### config.mk
export PLATFORM = sky130hd
export DESIGN_NAME = reg_file_sb
export DESIGN_NICKNAME = d
export VERILOG_FILES = /design/src/rtl/reg_file_sb_pkg.sv /design/src/rtl/reg_scoreboard.sv /design/src/rtl/reg_file_sb.sv
export SDC_FILE = /design/constraint.sdc
export NUM_CORES = 2
export LEC_CHECK = 0
export BUFFER_PORTS_ARGS = -buffer_cell sky130_fd_sc_hd__buf_2
export CAP_MARGIN = 20
export CELL_PAD_IN_SITES_DETAIL_PLACEMENT = 0
export CELL_PAD_IN_SITES_GLOBAL_PLACEMENT = 1
export CORE_MARGIN = 3
export CORE_UTILIZATION = 56
export CTS_BUF_LIST = sky130_fd_sc_hd__clkbuf_2 sky130_fd_sc_hd__clkbuf_4 sky130_fd_sc_hd__clkbuf_8
export DETAILED_ROUTE_END_ITERATION = 12
export GPL_ROUTABILITY_DRIVEN = 0
export PLACE_DENSITY = 0.86
export SETUP_SLACK_MARGIN = 0.1
export SLEW_MARGIN = 30
export SYNTH_ARGS = -nofsm -noshare
export SYNTH_HDL_FRONTEND = slang
export SYNTH_SLANG_ARGS = --single-unit
### constraint.sdc
create_clock -name clk -period 5.5 [get_ports clk]
set_input_delay 0.55 -clock clk [delete_from_list [all_inputs] [get_ports clk]]
set_output_delay 0.55 -clock clk [all_outputs]
set_load 0.05 [all_outputs]
### src/rtl/reg_file_sb_pkg.sv
// Shared constants and types for the scoreboarded register file.
package reg_file_sb_pkg;

  localparam int DEF_DATA_W   = 32;
  localparam int DEF_NUM_REGS = 32;
  localparam int DEF_NUM_RD   = 2;
  localparam int DEF_ADDR_W   = $clog2(DEF_NUM_REGS);

  typedef logic [DEF_ADDR_W-1:0] reg_idx_t;

  localparam reg_idx_t ZERO_IDX = '0;

endpackage

### src/rtl/reg_scoreboard.sv
// Busy-bit scoreboard: one pending-writeback flag per register plus a registered population count.
module reg_scoreboard
  import reg_file_sb_pkg::*;
#(
  parameter int NUM_REGS = DEF_NUM_REGS,
  parameter int ADDR_W   = $clog2(NUM_REGS)
) (
  input  logic                clk,
  input  logic                rst_n,
  input  logic                clr_en,
  input  logic [ADDR_W-1:0]   clr_addr,
  input  logic                set_en,
  input  logic [ADDR_W-1:0]   set_addr,
  output logic [NUM_REGS-1:0] busy,
  output logic [ADDR_W:0]     busy_cnt
);

  logic [NUM_REGS-1:0] busy_nxt;
  logic [ADDR_W:0]     cnt_nxt;

  // Clear is applied first so a same-index set (the new producer) wins.
  always_comb begin
    busy_nxt = busy;
    if (clr_en) busy_nxt[clr_addr] = 1'b0;
    if (set_en) busy_nxt[set_addr] = 1'b1;
    cnt_nxt = '0;
    for (int i = 0; i < NUM_REGS; i++) begin
      cnt_nxt = cnt_nxt + {{ADDR_W{1'b0}}, busy_nxt[i]};
    end
  end

  always_ff @(posedge clk or negedge rst_n) begin
    if (!rst_n) begin
      busy     <= '0;
      busy_cnt <= '0;
    end else begin
      busy     <= busy_nxt;
      busy_cnt <= cnt_nxt;
    end
  end

endmodule

### src/rtl/reg_file_sb.sv
// Multi-port register file with registered reads, same-edge write bypass and a busy scoreboard.
module reg_file_sb
  import reg_file_sb_pkg::*;
#(
  parameter int DATA_W   = DEF_DATA_W,
  parameter int NUM_REGS = DEF_NUM_REGS,
  parameter int NUM_RD   = DEF_NUM_RD,
  parameter int ZERO_REG = 1,
  localparam int ADDR_W  = $clog2(NUM_REGS)
) (
  input  logic                     clk,
  input  logic                     rst_n,
  input  logic                     wr_en,
  input  logic [ADDR_W-1:0]        wr_addr,
  input  logic [DATA_W-1:0]        wr_data,
  input  logic [NUM_RD-1:0]        rd_en,
  input  logic [NUM_RD*ADDR_W-1:0] rd_addr,
  output logic [NUM_RD*DATA_W-1:0] rd_data,
  output logic [NUM_RD-1:0]        rd_busy,
  input  logic                     sb_set,
  input  logic [ADDR_W-1:0]        sb_addr,
  output logic [NUM_REGS-1:0]      busy,
  output logic [ADDR_W:0]          busy_cnt
);

  localparam logic [ADDR_W:0] IDX_LIMIT = (ADDR_W+1)'(NUM_REGS);

  // An index is usable when it is in range and not the hard-wired zero register.
  function automatic logic idx_ok(input logic [ADDR_W-1:0] a);
    logic in_range;
    logic is_zero;
    in_range = ({1'b0, a} < IDX_LIMIT);
    is_zero  = (ZERO_REG != 0) && (a == ADDR_W'(ZERO_IDX));
    return in_range && !is_zero;
  endfunction

  logic              wr_ok;
  logic              sb_ok;
  logic [DATA_W-1:0] regs [NUM_REGS];
  logic [ADDR_W-1:0] rd_idx [NUM_RD];
  logic [DATA_W-1:0] rd_data_p0 [NUM_RD];
  logic [NUM_RD-1:0] rd_busy_p0;
  logic [DATA_W-1:0] rd_data_p1 [NUM_RD];
  logic [NUM_RD-1:0] rd_busy_p1;

  assign wr_ok = wr_en && idx_ok(wr_addr);
  assign sb_ok = sb_set && idx_ok(sb_addr);

  reg_scoreboard #(
    .NUM_REGS (NUM_REGS),
    .ADDR_W   (ADDR_W)
  ) u_scoreboard (
    .clk      (clk),
    .rst_n    (rst_n),
    .clr_en   (wr_ok),
    .clr_addr (wr_addr),
    .set_en   (sb_ok),
    .set_addr (sb_addr),
    .busy     (busy),
    .busy_cnt (busy_cnt)
  );

  always_ff @(posedge clk or negedge rst_n) begin
    if (!rst_n) begin
      for (int i = 0; i < NUM_REGS; i++) regs[i] <= '0;
    end else if (wr_ok) begin
      regs[wr_addr] <= wr_data;
    end
  end

  for (genvar k = 0; k < NUM_RD; k++) begin : g_port
    assign rd_idx[k]                   = rd_addr[k*ADDR_W +: ADDR_W];
    assign rd_data[k*DATA_W +: DATA_W] = rd_data_p1[k];
  end
  assign rd_busy = rd_busy_p1;

  // p0: read select; a same-edge write bypasses storage and retires the busy flag.
  always_comb begin
    rd_busy_p0 = '0;
    for (int k = 0; k < NUM_RD; k++) begin
      rd_data_p0[k] = '0;
      if (idx_ok(rd_idx[k])) begin
        if (wr_ok && (wr_addr == rd_idx[k])) begin
          rd_data_p0[k] = wr_data;
        end else begin
          rd_data_p0[k] = regs[rd_idx[k]];
          rd_busy_p0[k] = busy[rd_idx[k]];
        end
      end
    end
  end

  // p1: registered read outputs, held while the port's strobe is low.
  always_ff @(posedge clk or negedge rst_n) begin
    if (!rst_n) begin
      for (int k = 0; k < NUM_RD; k++) rd_data_p1[k] <= '0;
      rd_busy_p1 <= '0;
    end else begin
      for (int k = 0; k < NUM_RD; k++) begin
        if (rd_en[k]) begin
          rd_data_p1[k] <= rd_data_p0[k];
          rd_busy_p1[k] <= rd_busy_p0[k];
        end
      end
    end
  end

endmodule

# Word-level counts from Yosys, hierarchy flattened
# Cells that the tools add are included.
[classes] add_sub_neg=31 order_cmp=10 eq_ne=2 muxes=27 n_bitwise=6 n_reduce_logical=13
[ops] cell="bitwise mux 1024 bit" n=1
[ops] cell="two-way mux 32 bit" n=11
[ops] cell="binary-select mux 32 bit (select 5 bit)" n=2
[ops] cell="adder 6 x 1 -> 6 bit" n=30
[ops] cell="demux 32 bit (select 5 bit)" n=1
[ops] cell="AND 32 bit" n=1
[ops] cell="NOT 32 bit" n=1
[ops] cell="bitwise OR 32 bit" n=1
[ops] cell="less-than comparator 5 x 6 -> 1 bit (second input constant)" n=4
[ops] cell="logical NOT 5 bit" n=4
[ops] cell="greater-or-equal comparator 6 bit (second input constant)" n=3
[ops] cell="NOT 5 -> 6 bit" n=3
[ops] cell="binary-select mux 1 bit (select 5 bit)" n=2
[ops] cell="demux 1 bit (select 5 bit)" n=2
[ops] cell="== test 5 bit" n=2
[ops] cell="greater-or-equal comparator 5 x 1 -> 1 bit (second input constant)" n=2
[ops] cell="two-way mux 1 bit" n=8
[ops] cell="logical AND 1 bit" n=7
[ops] cell="less-than comparator 6 x 1 -> 1 bit (second input constant)" n=1
[ops] cell="adder 1 x 1 -> 2 bit" n=1
[ops] cell="logical NOT 1 bit" n=2
[word_totals] reg_bits=1128 inputBits=58 out_inout_bits=104 elab_cells=127

# Longest topological paths before layout
[depth] ltp_word=40 mapped_depth=23 ltp_nobuf=21

# Modules after synthesis
# A second synthesis with hierarchy kept.
[hier_totals] hier_cells=3994 area_unflattened_um2=60150.2
[modules_own_cells] mod="reg_file_sb" n_inst=1 cells_each=3776 area_each_um2=57789.2 seq_area_each_um2=27276.2
[modules_own_cells] mod="reg_scoreboard" n_inst=1 cells_each=218 area_each_um2=2361.0 seq_area_each_um2=950.9

# Least setup slack after synthesis
# OpenSTA, ideal clock, no wires.
[synth_path] path_kind="input to register" start="input wr_en" end="register u_scoreboard.busy_cnt[4]" setup_ns=0.123 arrival_ns=6.126 required_time_ns=5.377 path_slack_ns=-0.749 path_stages=19 n_path_buf=2 path_cell_list="clkbuf_1 -> nor3b_1 -> nand2_1 -> clkbuf_1 -> a22oi_1 -> fa_1 -> fa_1 -> inv_1 -> fa_1 -> fa_1 -> inv_1 -> fa_1 -> fa_1 -> fa_1 -> fa_1 -> inv_1 -> a21o_1 -> a21oi_1 -> xnor2_1"
[synth_via] elab_chain_cells=35
[synth_lines] item="start, declared" line_no="reg_file_sb.sv:13" text="input logic wr_en,"
[synth_lines] item="logical AND 1 bit (*)" line_no="reg_file_sb.sv:46" text="assign wr_ok = wr_en && idx_ok(wr_addr);"
[synth_lines] item="two-way mux 32 bit (*)" line_no="reg_scoreboard.sv:24" text="if (clr_en) busy_nxt[clr_addr] = 1'b0;"
[synth_lines] item="bitwise OR 32 bit (no source line)"
[synth_lines] item="two-way mux 32 bit (*)" line_no="reg_scoreboard.sv:25" text="if (set_en) busy_nxt[set_addr] = 1'b1;"
[synth_lines] item="adder 1 x 1 -> 2 bit" line_no="reg_scoreboard.sv:28" text="cnt_nxt = cnt_nxt + {{ADDR_W{1'b0}}, busy_nxt[i]};"
[synth_lines] item="adder 6 x 1 -> 6 bit (29 in series)" line_no="reg_scoreboard.sv:28"
[synth_lines] item="adder 6 x 1 -> 6 bit (*)" line_no="reg_scoreboard.sv:28"
[synth_lines] item="via u_scoreboard.cnt_nxt[4]" line_no="reg_scoreboard.sv:19" text="logic [ADDR_W:0] cnt_nxt;"
[synth_lines] item="end signal, assigned" line_no="reg_scoreboard.sv:38" text="busy_cnt <= cnt_nxt;"
[synth_lines] item="end, declared" line_no="reg_scoreboard.sv:15" text="output logic [ADDR_W:0] busy_cnt"
# The timed path passes the listed nets; every way through them passes the cells marked *.
# A chain may end at the register's enable or synchronous reset.

# Final worst setup path
[layout_path] start="register u_scoreboard.busy[1]" end="register u_scoreboard.busy_cnt[4]"
[layout_via] elab_chain_cells=35
[layout_lines] item="start, declared" line_no="reg_scoreboard.sv:14" text="output logic [NUM_REGS-1:0] busy,"
[layout_lines] item="start signal, assigned" line_no="reg_scoreboard.sv:37" text="busy <= busy_nxt;"
[layout_lines] item="AND 32 bit (no source line)"
[layout_lines] item="two-way mux 32 bit (*)" line_no="reg_scoreboard.sv:24"
[layout_lines] item="bitwise OR 32 bit (no source line)"
[layout_lines] item="two-way mux 32 bit (*)" line_no="reg_scoreboard.sv:25"
[layout_lines] item="via u_scoreboard.busy_nxt[1]" line_no="reg_scoreboard.sv:18" text="logic [NUM_REGS-1:0] busy_nxt;"
[layout_lines] item="adder 1 x 1 -> 2 bit (*)" line_no="reg_scoreboard.sv:28"
[layout_lines] item="adder 6 x 1 -> 6 bit (*) (30 in series)" line_no="reg_scoreboard.sv:28"
[layout_lines] item="via u_scoreboard.cnt_nxt[4]" line_no="reg_scoreboard.sv:19"
# Marked as above.

==> results.json <==
{
  "status": "completed",
  "clk_path_buf_depth": 3,
  "grt_setup_unrepaired": "false",
  "synth_compound_area_share_pct": 3.529,
  "ys_types": 58,
  "power_w": 0.02731,
  "antenna_found_initial": 12,
  "leakagePower_nw": 29.27,
  "grt_start_max_net_pins": 150,
  "yosys_warnings": 0,
  "grt_pass1_wl_mm": 267.1,
  "path_max_fanout": 4,
  "endpoint_kind": "register",
  "drt-total-wl_mm": 179.2,
  "clock_latency_ps": 880,
  "synth.avg_cell_area_um2": 15.16,
  "cp.arrival_ps": 5880,
  "syn_to_final_growth_pct": 11.51,
  "synth-seq-area-share_pct": 47.25,
  "fmax_ghz": 0.1948,
  "hold_class": "input pin to register",
  "final_util_pct": 63.10,
  "dp.cells": 5224,
  "fin_worst_skew_ps": 36.77,
  "hold_viol_final": 0,
  "dieArea_um2": 110600,
  "slew_headroom_pct": 30.35,
  "period_needed_ps": 5134,
  "die_w_um": 332.6,
  "post_cts_buffers": 0,
  "seqCellArea_um2": 28230,
  "synthXorXnorAreaFrac_pct": 0.1906,
  "avgViaCountPerCell": 6.948,
  "switching_share_pct": 31.39,
  "fp.dieH_um": 332.6,
  "nets": 4116,
  "rows": 119,
  "maxCapViolations": 0,
  "synth-simple-area-share_pct": 3.584,
  "path_clk_slew_ps": 60,
  "peakVddDrop_v": 0.0009008,
  "synth_mux_area_share_pct": 41.06,
  "synth_top_family_by_area": "multiplexers",
  "internal_power_w": 0.01874,
  "worstMarginPinSlew_ps": 1045,
  "synth_fp_nets": 4030,
  "synth_area_um2": 59740,
  "tritoncts": "built",
  "dr.pass1.iters": 7,
  "power.switching_w": 0.008575,
  "clock_power_share_pct": 28.8,
  "routedWlPerCell_um": 32.20,
  "clock-root-buffer": "clkbuf_8",
  "synth-edff-count": 0,
  "hold-worst-slack_ps": 105.9,
  "ys_async_sr_fraction_pct": 100.0,
  "drive_gt1_share_pct": 54.35,
  "core_um2": 105600,
  "final_cells": 5565,
  "initialDrtViolationCount": 4342,
  "slew_violations": 0,
  "hpwl_mm": 102.7,
  "grtUsageTotal_pct": 32.75,
  "synthAdderAreaFrac_pct": 0.9718,
  "powerDensity_nw_per_um2": 410.1,
  "cts.sinks": 1128,
  "grt.overflow.total": 0,
  "critPathKind": "register to register",
  "syn_inst": 3940,
  "worstPathRequired_ps": 6240,
  "vias": 38670,
  "ioPinCount": 162,
  "fin_ws_ps": 366.5,
  "crit_path_start_kind": "register",
  "fill_cells": 7682,
  "antenna_left": 0,
  "grt_pass1_vias": 39970,
  "finalCritPeriodShare_pct": 93.34,
  "ys_seq_elements": 1128,
  "port-buffer-count": 161,
  "cts_resized": 0,
  "cts.htree.levels": 4,
  "p_seq_share_pct": 41.0,
  "initial_core_util_pct": 56.59,
  "setup_violations": 0,
  "place_ws_ps": -454.0,
  "p_comb_share_pct": 30.2,
  "hold_buffers": 2,
  "multi_input_area_um2": 29830,
  "synth_flop_cell": "dfrtp_1",
  "drc": 0,
  "cts_inserted_buffers": 186
}
## per-stage QoR
step,cell area (um^2),setup TNS (ps)
detailed placement,62500,-1454
global placement,62400,-1012
finish,66610,0
floorplan,59920,-395.4
CTS,66500,0
global route,66600,0
## power groups by stage
stage / logic, W / registers, W / clock network [W]
global placement: 0.00810 / 0.0111 / 0
CTS: 0.00832 / 0.0112 / 0.00796
detailed placement: 0.00829 / 0.0113 / 0
finish: 0.00824 / 0.0112 / 0.00786
floorplan: 0.00578 / 0.0114 / 0
global route: 0.00907 / 0.0114 / 0.00834
## layout by cell type, fill, tap and decap left out, drive strengths merged, types with 32 or more instances in the layout
cell    count
dfrtp    1128
mux2      970
mux4      582
buf       331
clkbuf    295
nand2     180
nor2b      98
a211oi     62
inv        58
mux2i      50
o21ai      41
nand3      40
nand3b     35
a221o      32
## worst max-delay path, stage by stage, from the launching register on
cell and delay (ps):
dfrtp_1 430, a22o_1 250, ha_1 290, fa_1 480
fa_1 520, fa_1 430, fa_1 490, inv_1 50
fa_1 460, fa_1 500, fa_2 390, fa_2 350
inv_1 60, a21o_1 110, a21oi_1 70, xnor2_1 130
## final cells by class
cell class / instances / area share [%]
well taps: 1391 / 2.613
multi-input cells: 2325 / 44.78
flip-flops and latches: 1128 / 42.38
repair buffers: 333 / 3.913
diodes: 10 / 0.03757
clock inverters: 31 / 0.3945
inverters: 52 / 0.3005
clock buffers: 295 / 5.588
## metal layers
layer	up-vias	wire length, um	global-route usage, %
met5	-	54	0
met4	8	7597	13.87
met3	415	18490	8.751
met2	2010	82700	49.78
met1	20900	70380	45.16
li1	15330	-	-
## cells in the mapped netlist (3+ instances only)
library cell  instances  area [um^2]
dfrtp_1            1128        28230
mux2_2              970        10920
mux4_2              582        13110
clkbuf_1            306         1149
nand2_1             180        675.7
nor2b_1              98        613.1
buf_2                89        445.4
a211oi_1             62        465.5
mux2i_1              50        500.5
inv_1                49        183.9
o21ai_0              41        205.2
nand3_1              40        200.2
nand3b_1             35        262.8
a221o_1              32        320.3
a2111o_1             31        349.1
a32o_1               30        300.3
nor2_1               28        105.1
fa_1                 24        480.5
buf_1                22        82.58
a22o_1               18        157.7
buf_6                 9        101.4
ha_1                  8        100.1
nor3_1                8        40.04
a22oi_1               7        52.55
buf_4                 7        52.55
nor3b_1               7        52.55
xnor2_1               7        61.31
and3_1                6        37.54
xor2_1                6        52.55
a21oi_1               5        25.02
a221oi_1              5        43.79
and3b_1               4        35.03
nand2b_1              4        25.02
o211ai_1              4        30.03
or2_2                 4        25.02
nand4_1               3        18.77
o221ai_1              3        26.28
## state kept, by name (all words and copies together) (netlist names)
name	flops
rd_busy	2
rd_data	64
u_scoreboard.busy	32
regs	1024
u_scoreboard.busy_cnt	6
## kinds of logic (layout without fill, tap and decap cells)
group	Yosys count	in the layout
compound gates	255	255
flops	1128	1128
other cells	0	10
buf+inv	487	711
mux	1602	1602
fa+ha+maj	32	32
simple gates	423	423
xor+xnor	13	13
## final timing paths
| check | startpoint | to | slack (ps) | depth (start not counted) |
|---|---|---|---|---|
| max in group asynchronous | rst_n | regs[93]$_DFFE_PN0P_ | 3880 | 3 |
| min | wr_data[30] | rd_data[30]$_DFFE_PN0P_ | 110 | 3 |
| min reg2reg | regs[1022]$_DFFE_PN0P_ | regs[1022]$_DFFE_PN0P_ | 390 | 0 |
| max reg2reg | u_scoreboard.busy[1]$_DFF_PN0_ | u_scoreboard.busy_cnt[4]$_DFF_PN0_ | 370 | 15 |
| min in group asynchronous | rst_n | regs[1020]$_DFFE_PN0P_ | 250 | 2 |
| max | u_scoreboard.busy[1]$_DFF_PN0_ | u_scoreboard.busy_cnt[4]$_DFF_PN0_ | 370 | 15 |
No activity file was read; power rests on OpenSTA's default activity.
